## config.mk

```make
export PLATFORM = sky130hd
export DESIGN_NAME = camera_eth_line_reader
export DESIGN_NICKNAME = d
export VERILOG_FILES = /design/src/rtl/camera_eth_line_reader.sv
export SDC_FILE = /design/constraint.sdc
export NUM_CORES = 1
export LEC_CHECK = 0
export BUFFER_PORTS_ARGS = -buffer_cell sky130_fd_sc_hd__buf_2
export CORE_MARGIN = 5
export CORE_UTILIZATION = 30
export DETAILED_ROUTE_END_ITERATION = 8
export MAX_ROUTING_LAYER = met4
export SLEW_MARGIN = 20
export SYNTH_ARGS = -nofsm -noshare
export SYNTH_HDL_FRONTEND = slang
export SYNTH_SLANG_ARGS = --single-unit
```

## constraint.sdc

```tcl
create_clock -name Clk -period 6.2 [get_ports Clk]
set_clock_uncertainty 0.1 [all_clocks]
set_input_delay 0.31 -clock Clk [delete_from_list [all_inputs] [get_ports Clk]]
set_output_delay 0.31 -clock Clk [all_outputs]
set_load 0.02 [all_outputs]
```

## src/rtl/camera_eth_line_reader.sv

```systemverilog
// Read side of the camera line FIFO: waits for one complete line record, then
// streams it to the UDP TX engine byte-by-byte and checks line-number continuity.
module camera_eth_line_reader #(
    parameter int unsigned PKT_BYTES  = 1282,
    parameter int unsigned FIFO_AW    = 12,
    parameter int unsigned IFG_CYCLES = 16
) (
    input  logic               Clk,
    input  logic               Rst_n,
    input  logic               fifo_aclr,
    input  logic [FIFO_AW-1:0] rdusedw,
    output logic               rdreq,
    input  logic [7:0]         rddata,
    output logic               Tx_Start,
    output logic [15:0]        Tx_Byte_Num,
    input  logic               Tx_Req,
    output logic [7:0]         Tx_Data,
    input  logic               Tx_Done,
    output logic [15:0]        Line_Num,
    output logic               Seq_Err,
    output logic               Abort
);

    localparam logic [15:0] LP_PKT      = 16'(PKT_BYTES);
    localparam logic [15:0] LP_PKT_LAST = 16'(PKT_BYTES - 1);
    localparam logic [15:0] LP_IFG_LAST = 16'(IFG_CYCLES - 1);

    typedef enum logic [2:0] {
        S_IDLE,
        S_START,
        S_SEND,
        S_WAIT_DONE,
        S_GAP
    } state_t;

    state_t      r_state;
    state_t      w_state_nx;

    logic        r_aclr_m;
    logic        r_aclr_s;
    logic        r_aclr_d;
    logic        w_aclr_rise;

    logic [15:0] r_cnt;
    logic [15:0] r_gap;
    logic [15:0] r_byte_num;
    logic        r_aborted;

    logic        r_pop_d;
    logic        r_pop_b0;
    logic        r_pop_b1;
    logic [7:0]  r_line_lo;
    logic [15:0] r_line;
    logic        r_seq_err;

    logic        w_level_ok;
    logic        w_accept;
    logic        w_hdr_done;
    logic [15:0] w_new_line;

    always_ff @(posedge Clk or negedge Rst_n) begin
        if (!Rst_n) begin
            r_aclr_m <= 1'b0;
            r_aclr_s <= 1'b0;
            r_aclr_d <= 1'b0;
        end else begin
            r_aclr_m <= fifo_aclr;
            r_aclr_s <= r_aclr_m;
            r_aclr_d <= r_aclr_s;
        end
    end

    assign w_aclr_rise = r_aclr_s & ~r_aclr_d;
    assign w_level_ok  = (32'(rdusedw) >= PKT_BYTES);

    // Requests past the record length are still answered (with zeros) but never pop the FIFO.
    assign w_accept = (r_state == S_SEND) && Tx_Req && (r_cnt < LP_PKT);

    always_comb begin
        rdreq = w_accept && !r_aclr_s && !r_aborted;
    end

    always_comb begin
        w_state_nx = r_state;
        case (r_state)
            S_IDLE: begin
                if (!r_aclr_s && w_level_ok) begin
                    w_state_nx = S_START;
                end
            end
            S_START: begin
                w_state_nx = S_SEND;
            end
            S_SEND: begin
                if (w_accept && (r_cnt == LP_PKT_LAST)) begin
                    w_state_nx = S_WAIT_DONE;
                end
            end
            S_WAIT_DONE: begin
                if (Tx_Done) begin
                    w_state_nx = S_GAP;
                end
            end
            S_GAP: begin
                if (r_gap == LP_IFG_LAST) begin
                    w_state_nx = S_IDLE;
                end
            end
            default: begin
                w_state_nx = S_IDLE;
            end
        endcase
    end

    always_ff @(posedge Clk or negedge Rst_n) begin
        if (!Rst_n) begin
            r_state <= S_IDLE;
        end else begin
            r_state <= w_state_nx;
        end
    end

    always_ff @(posedge Clk or negedge Rst_n) begin
        if (!Rst_n) begin
            r_cnt      <= '0;
            r_gap      <= '0;
            r_byte_num <= '0;
            r_aborted  <= 1'b0;
        end else begin
            if (r_state == S_START) begin
                r_cnt <= '0;
            end else if (w_accept) begin
                r_cnt <= r_cnt + 16'd1;
            end

            if (r_state == S_GAP) begin
                r_gap <= r_gap + 16'd1;
            end else begin
                r_gap <= '0;
            end

            // Length must already be valid while Tx_Start is high.
            if ((r_state == S_IDLE) && (w_state_nx == S_START)) begin
                r_byte_num <= LP_PKT;
            end

            if (r_state == S_START) begin
                r_aborted <= 1'b0;
            end else if ((r_state == S_SEND) && r_aclr_s) begin
                r_aborted <= 1'b1;
            end
        end
    end

    always_ff @(posedge Clk or negedge Rst_n) begin
        if (!Rst_n) begin
            r_pop_d  <= 1'b0;
            r_pop_b0 <= 1'b0;
            r_pop_b1 <= 1'b0;
        end else begin
            r_pop_d  <= rdreq;
            r_pop_b0 <= rdreq && (r_cnt == 16'd0);
            r_pop_b1 <= rdreq && (r_cnt == 16'd1);
        end
    end

    assign w_new_line = {rddata, r_line_lo};
    assign w_hdr_done = r_pop_d && r_pop_b1;

    always_ff @(posedge Clk or negedge Rst_n) begin
        if (!Rst_n) begin
            r_line_lo <= '0;
            r_line    <= '0;
            r_seq_err <= 1'b0;
        end else begin
            if (r_pop_d && r_pop_b0) begin
                r_line_lo <= rddata;
            end

            // Line 0 marks a new frame, so it never counts as a discontinuity.
            r_seq_err <= w_hdr_done && (w_new_line != 16'd0) &&
                         (w_new_line != (r_line + 16'd1));
            if (w_hdr_done) begin
                r_line <= w_new_line;
            end
        end
    end

    assign Tx_Start    = (r_state == S_START);
    assign Tx_Byte_Num = r_byte_num;
    assign Tx_Data     = r_pop_d ? rddata : '0;
    assign Line_Num    = r_line;
    assign Seq_Err     = r_seq_err;
    assign Abort       = (r_state == S_SEND) && w_aclr_rise;

endmodule

```

After elaboration in Yosys (flattened, before gate mapping)

Index checks and enable logic that the tools add are counted.

Div/mod/pow operators: 0
Order comparisons: 2
Reductions and logical operators: 22
Equal/unequal tests: 9
Add/sub/neg operators: 3
Multiply operators: 0
Shift-type cells: 0
Bitwise logic cells: 2
Mux-type cells: 11

Operators by type and width:

| operator                                                             | count |
|---|---|
| adder 16 x 1 -> 16 bit (second input constant)                       | 3 |
| 2-to-1 mux 16 bit                                                    | 3 |
| == test 16 x 1 -> 1 bit (second input constant)                      | 1 |
| == test 16 x 11 -> 1 bit (second input constant)                     | 1 |
| == test 16 x 4 -> 1 bit (second input constant)                      | 1 |
| logical NOT 16 bit                                                   | 1 |
| less-than comparator 16 x 11 -> 1 bit (second input constant)        | 1 |
| inequality test 16 bit                                               | 1 |
| nonzero test 16 bit                                                  | 1 |
| logical AND 1 bit                                                    | 15 |
| case mux 3 bit (5 select lines)                                      | 1 |
| greater-or-equal comparator 12 x 11 -> 1 bit (second input constant) | 1 |
| 2-to-1 mux 3 bit                                                     | 4 |
| 2-to-1 mux 8 bit                                                     | 1 |
| == test 3 x 1 -> 1 bit (second input constant)                       | 2 |
| == test 3 x 2 -> 1 bit (second input constant)                       | 2 |
| nonzero test 2 bit                                                   | 2 |
| == test 3 bit (second input constant)                                | 1 |
| logical NOT 3 bit                                                    | 1 |
| logical NOT 1 bit                                                    | 2 |
| 2-to-1 mux 1 bit                                                     | 2 |
| AND 1 bit                                                            | 1 |
| inverter 1 bit                                                       | 1 |

Bits in writable memories: 0
Output and inout port bits: 44
Memories: 0
Word-level logic and storage cells: 63
Bits in read-only memories: 0
Latch bits: 0
Input bits: 25
Register bits: 68

Depth between registers and ports, before layout

Word-level depth: 8
Depth in mapped cells: 8
Mapped depth without buffers: 7

Worst setup path after synthesis

No wires, ideal clock.

Path kind: register to register
Start point: reg r_line[0] (netlist: Line_Num[0])
End point: reg r_seq_err (netlist: Seq_Err)
Setup time: 129 ps
Data required time: 5,971 ps
Stages on the path, launching flop included: 8
Path slack: 3,774 ps
Path buffers: 0
Period minus slack after synthesis: 2,426 ps
Arrival: 2,196 ps
Cells stage by stage: dfrtp_1 > ha_1 > nand2_1 > o31a_2 > or4_1 > nor4_1 > nand4_1 > o41a_1

Word-level cells in the longest chain between the ends: 3

RTL lines:

| item                     | RTL line | RTL |
|---|---|---|
| start: declaration       | 53       | `logic [15:0] r_line;` |
| start signal: assignment | 184      | `r_line <= w_new_line;` |
| adder 16 x 1 -> 16 bit   | 182      | `(w_new_line != (r_line + 16'd1));` |
| inequality test 16 bit   | 182      |  |
| logical AND 1 bit        | 181      | `r_seq_err <= w_hdr_done && (w_new_line != 16'd0) &&` |
| end signal: assignment   | 181      |  |
| end: declaration         | 54       | `logic r_seq_err;` |

No other way between the ends.
A chain may end at the register's enable or synchronous reset.

Worst setup path in the final report

Start point: reg r_cnt[2]
End point: out rdreq

Word-level cells in the longest chain between the ends: 4

RTL lines:

| item                                  | RTL line | RTL |
|---|---|---|
| start: declaration                    | 44       | `logic [15:0] r_cnt;` |
| start signal: assignment              | 133      | `r_cnt <= r_cnt + 16'd1;` |
| less-than comparator 16 x 11 -> 1 bit | 77       | `assign w_accept = (r_state == S_SEND) && Tx_Req && (r_cnt < LP_PKT);` |
| logical AND 1 bit                     | 77       |  |
| logical AND 1 bit (2 in a row)        | 80       | `rdreq = w_accept && !r_aclr_s && !r_aborted;` |
| end: declaration                      | 12       | `output logic rdreq,` |

No other way between the ends.

==> run_results.csv <==
group,metric,value,unit
routing,drt_wl_total,7795,µm
die,start_util,30.42,%
sta,setup_ws,3.307,ns
die,die_h,119.9,µm
cts,clk_pin_slew,0.06,ns
power_and_ir_drop,max-vdd-ir-drop,157.4,µV
sta,setup_viol,0,
routing,drtIter0Drc,157,
finish,finalNetCount,438,
sta,slew_violations,0,
logic_synthesis,synth-main-ff-cell,"dfrtp_1",
routing,post_drt_via_cell_ratio,4.909,
power_and_ir_drop,p_per_area,289.0,nW/µm²
logic_synthesis,synth_area,3623,µm²
placement,portBuffers,54,
routing,detail_route.first_pass.iterations,4,
logic_synthesis,synth_warnings,0,
placement,gp_congestion,0.8711,
run_status,run_status,"complete, no violations",
logic_synthesis,async_reset_ff_share,100.0,%
routing,drc,0,
sta,rsz0062_at_grt,"no",
setup_path,cpPeakStageDelay,0.53,ns
die,rows,40,
setup_path,critPathCaptureType,"primary output",
setup_path,cp.required,5.79,ns
cts,h-tree-depth,3,
grt,antenna_found_initial,0,
cts,clockBufferDepth,2,
sta,tightestPinTransition,0.8590,ns
setup_path,path_buf_inv,2,
sta,fmax,345.7,MHz
logic_synthesis,avgSynthCellArea,10.29,µm²
setup_path,critPathLaunchType,"flop",
placement,dpl-instance-area,3986,µm²
job,drv_cap,0,
finish,finish.utilization,36.22,%
finish,final_cell_mix,"dfrtp_1 (68), buf_2 (54), nor2_1 (35)",
hold_path,hp-class,"in -> async",
logic_synthesis,synth_top_area_share,46.96,%
grt,overflow,0,
finish,area_growth,19.06,%
power_and_ir_drop,leakagePower,1.987,nW
routing,route.vias.total,2749,
cts,numCtsBuffers,9,
finish,layout_commonest_cell,"dfrtp_1",
die,dieArea,14380,µm²
routing,wl_per_cell,13.92,µm
sta,setup_tns,0,ns
sta,slew_headroom,42.73,%
routing,ant_nets,0,
setup_path,cp.arrival,2.48,ns
logic_synthesis,postSynthCellCount,352,
finish,design_area,4314,µm²
logic_synthesis,ys_ff_latch,68,
placement,place_hpwl,5482,µm
setup_path,cp_max_fo,14,
setup_path,cp_slowest_cell,"or4_1",
setup_path,critical_path.cell_chain,"or4_1 > nor4_1 > o311a_1 > nand2_1 > inv_1 > buf_2",
cts,cts_root_buf,"clkbuf_16",
sta,finalCriticalPeriod,2.893,ns
logic_synthesis,ys_seq_area_share,46.96,%
logic_synthesis,synth_edf_count,0,
logic_synthesis,synth_area_leaders,"dfrtp_1 (47%), mux2_2 (8.1%), xor2_1 (6.3%)",
grt,groute.usage.overall,11.51,%
die,core_area,11910,µm²
grt,first_global_vias,2707,
die,io_pins,69,
placement,pre_cts_slack,3.640,ns
grt,grt_pass1_wl,13180,µm
setup_path,path_class,"reg -> out",
die,chipWidth,119.9,µm
sta,finalCritPeriodShare,46.66,%
finish,drive_gt1_share,24.94,%
grt,grt_max_degree,69,
sta,holdWs,0.08815,ns
cts,clock_latency,0.32,ns
cts,cts_tree,"yes",
setup_path,crit_family,"simple AND/OR/NAND/NOR gates",
cts,cts_num_sinks,68,
finish,num_antenna_cells,0,
logic_synthesis,post-synth-top-area-cell,"dfrtp_1",
logic_synthesis,ys_types,48,
sta,finalHoldViolCount,0,
report_power, final:
group	internal, W	switching (W)
clock network	0.000361	0.000181
logic	0.0000719	0.000115
registers	0.000475	0.0000427
total	0.000908	0.000339
cell families after synthesis:
family / synth area share (%)
simple gates: 23.10
flops: 46.96
xor+xnor: 9.910
buf+inv: 4.834
mux: 8.633
compound gates: 4.731
fa+ha+maj: 1.727
other cells: 0.1035
registers in the layout (all words and copies together) (netlist names), 3 cells and up:
name       count
Line_Num      16
r_cnt         16
r_gap         16
r_line_lo      8
r_state        3
cells in the mapped netlist, types with 8 or more instances:
| library cell | instances |
|---|---|
| nor2b_1 | 8 |
| xor2_1 | 26 |
| nand3_1 | 12 |
| nor3_1 | 9 |
| nand2_1 | 26 |
| buf_4 | 15 |
| xnor2_1 | 15 |
| nand4_1 | 11 |
| dfrtp_1 | 68 |
| mux2_2 | 26 |
| and3_1 | 11 |
| nor2_1 | 35 |
| and2_1 | 11 |
| nor4_1 | 11 |
worst register-to-register path: stages, from the launching register on:
cell and delay, ns:
dfrtp_1 0.48, or4_1 0.53, nor4_1 0.22, o311a_1 0.51, nand2_1 0.13, nor4_1 0.29
and3_1 0.21
per-layer routing:
metal / global-route usage (%) / part of all wire [%] / vias up / wire [µm]
li1: - / - / 1334 / -
met5: - / 0 / - / 0
met3: 3.393 / 5.7 / 13 / 447
met2: 17.18 / 45 / 83 / 3484
met4: 4.152 / 1.7 / 0 / 136
met1: 14.89 / 48 / 1319 / 3726
cell type report:
| class | count | area (µm²) |
|---|---|---|
| fillers | 1206 | 7597 |
| multi-input cells | 267 | 1797 |
| flip-flops and latches | 68 | 1702 |
| repair buffers | 57 | 295.3 |
| clock buffers | 11 | 242.7 |
| well taps | 147 | 183.9 |
| clock inverters | 5 | 75.07 |
| inverters | 5 | 18.77 |
final timing paths:
path	depth (start not counted)	start	slack, ns	end
worst max-delay path	6	r_cnt[2]	3.31	rdreq
worst min-delay path	2	Rst_n	0.09	r_gap[3]
worst max register to register	6	r_cnt[2]	3.68	r_pop_b0
worst min register to register	0	r_aclr_m	0.25	r_aclr_s
max in group asynchronous	2	Rst_n	5.36	r_line_lo[3]
min in group Clk	3	Tx_Done	0.16	r_state[2]
what timing repair did:
item,4_1_cts,5_1_grt
buffers inserted,0,0
hold buffers,1,0
hold endpoints to repair,1,0
gates resized for setup,0,0
endpoints found under the setup margin,0,0
per-stage QoR:
step	total power [W]	instances
finish	0.001247	560
floorplan	0.0006546	364
detailed placement	0.0007129	543
global route	0.001313	560
CTS	0.001263	560
global placement	0.0007079	543
No activity file was read; power rests on OpenSTA's default activity.
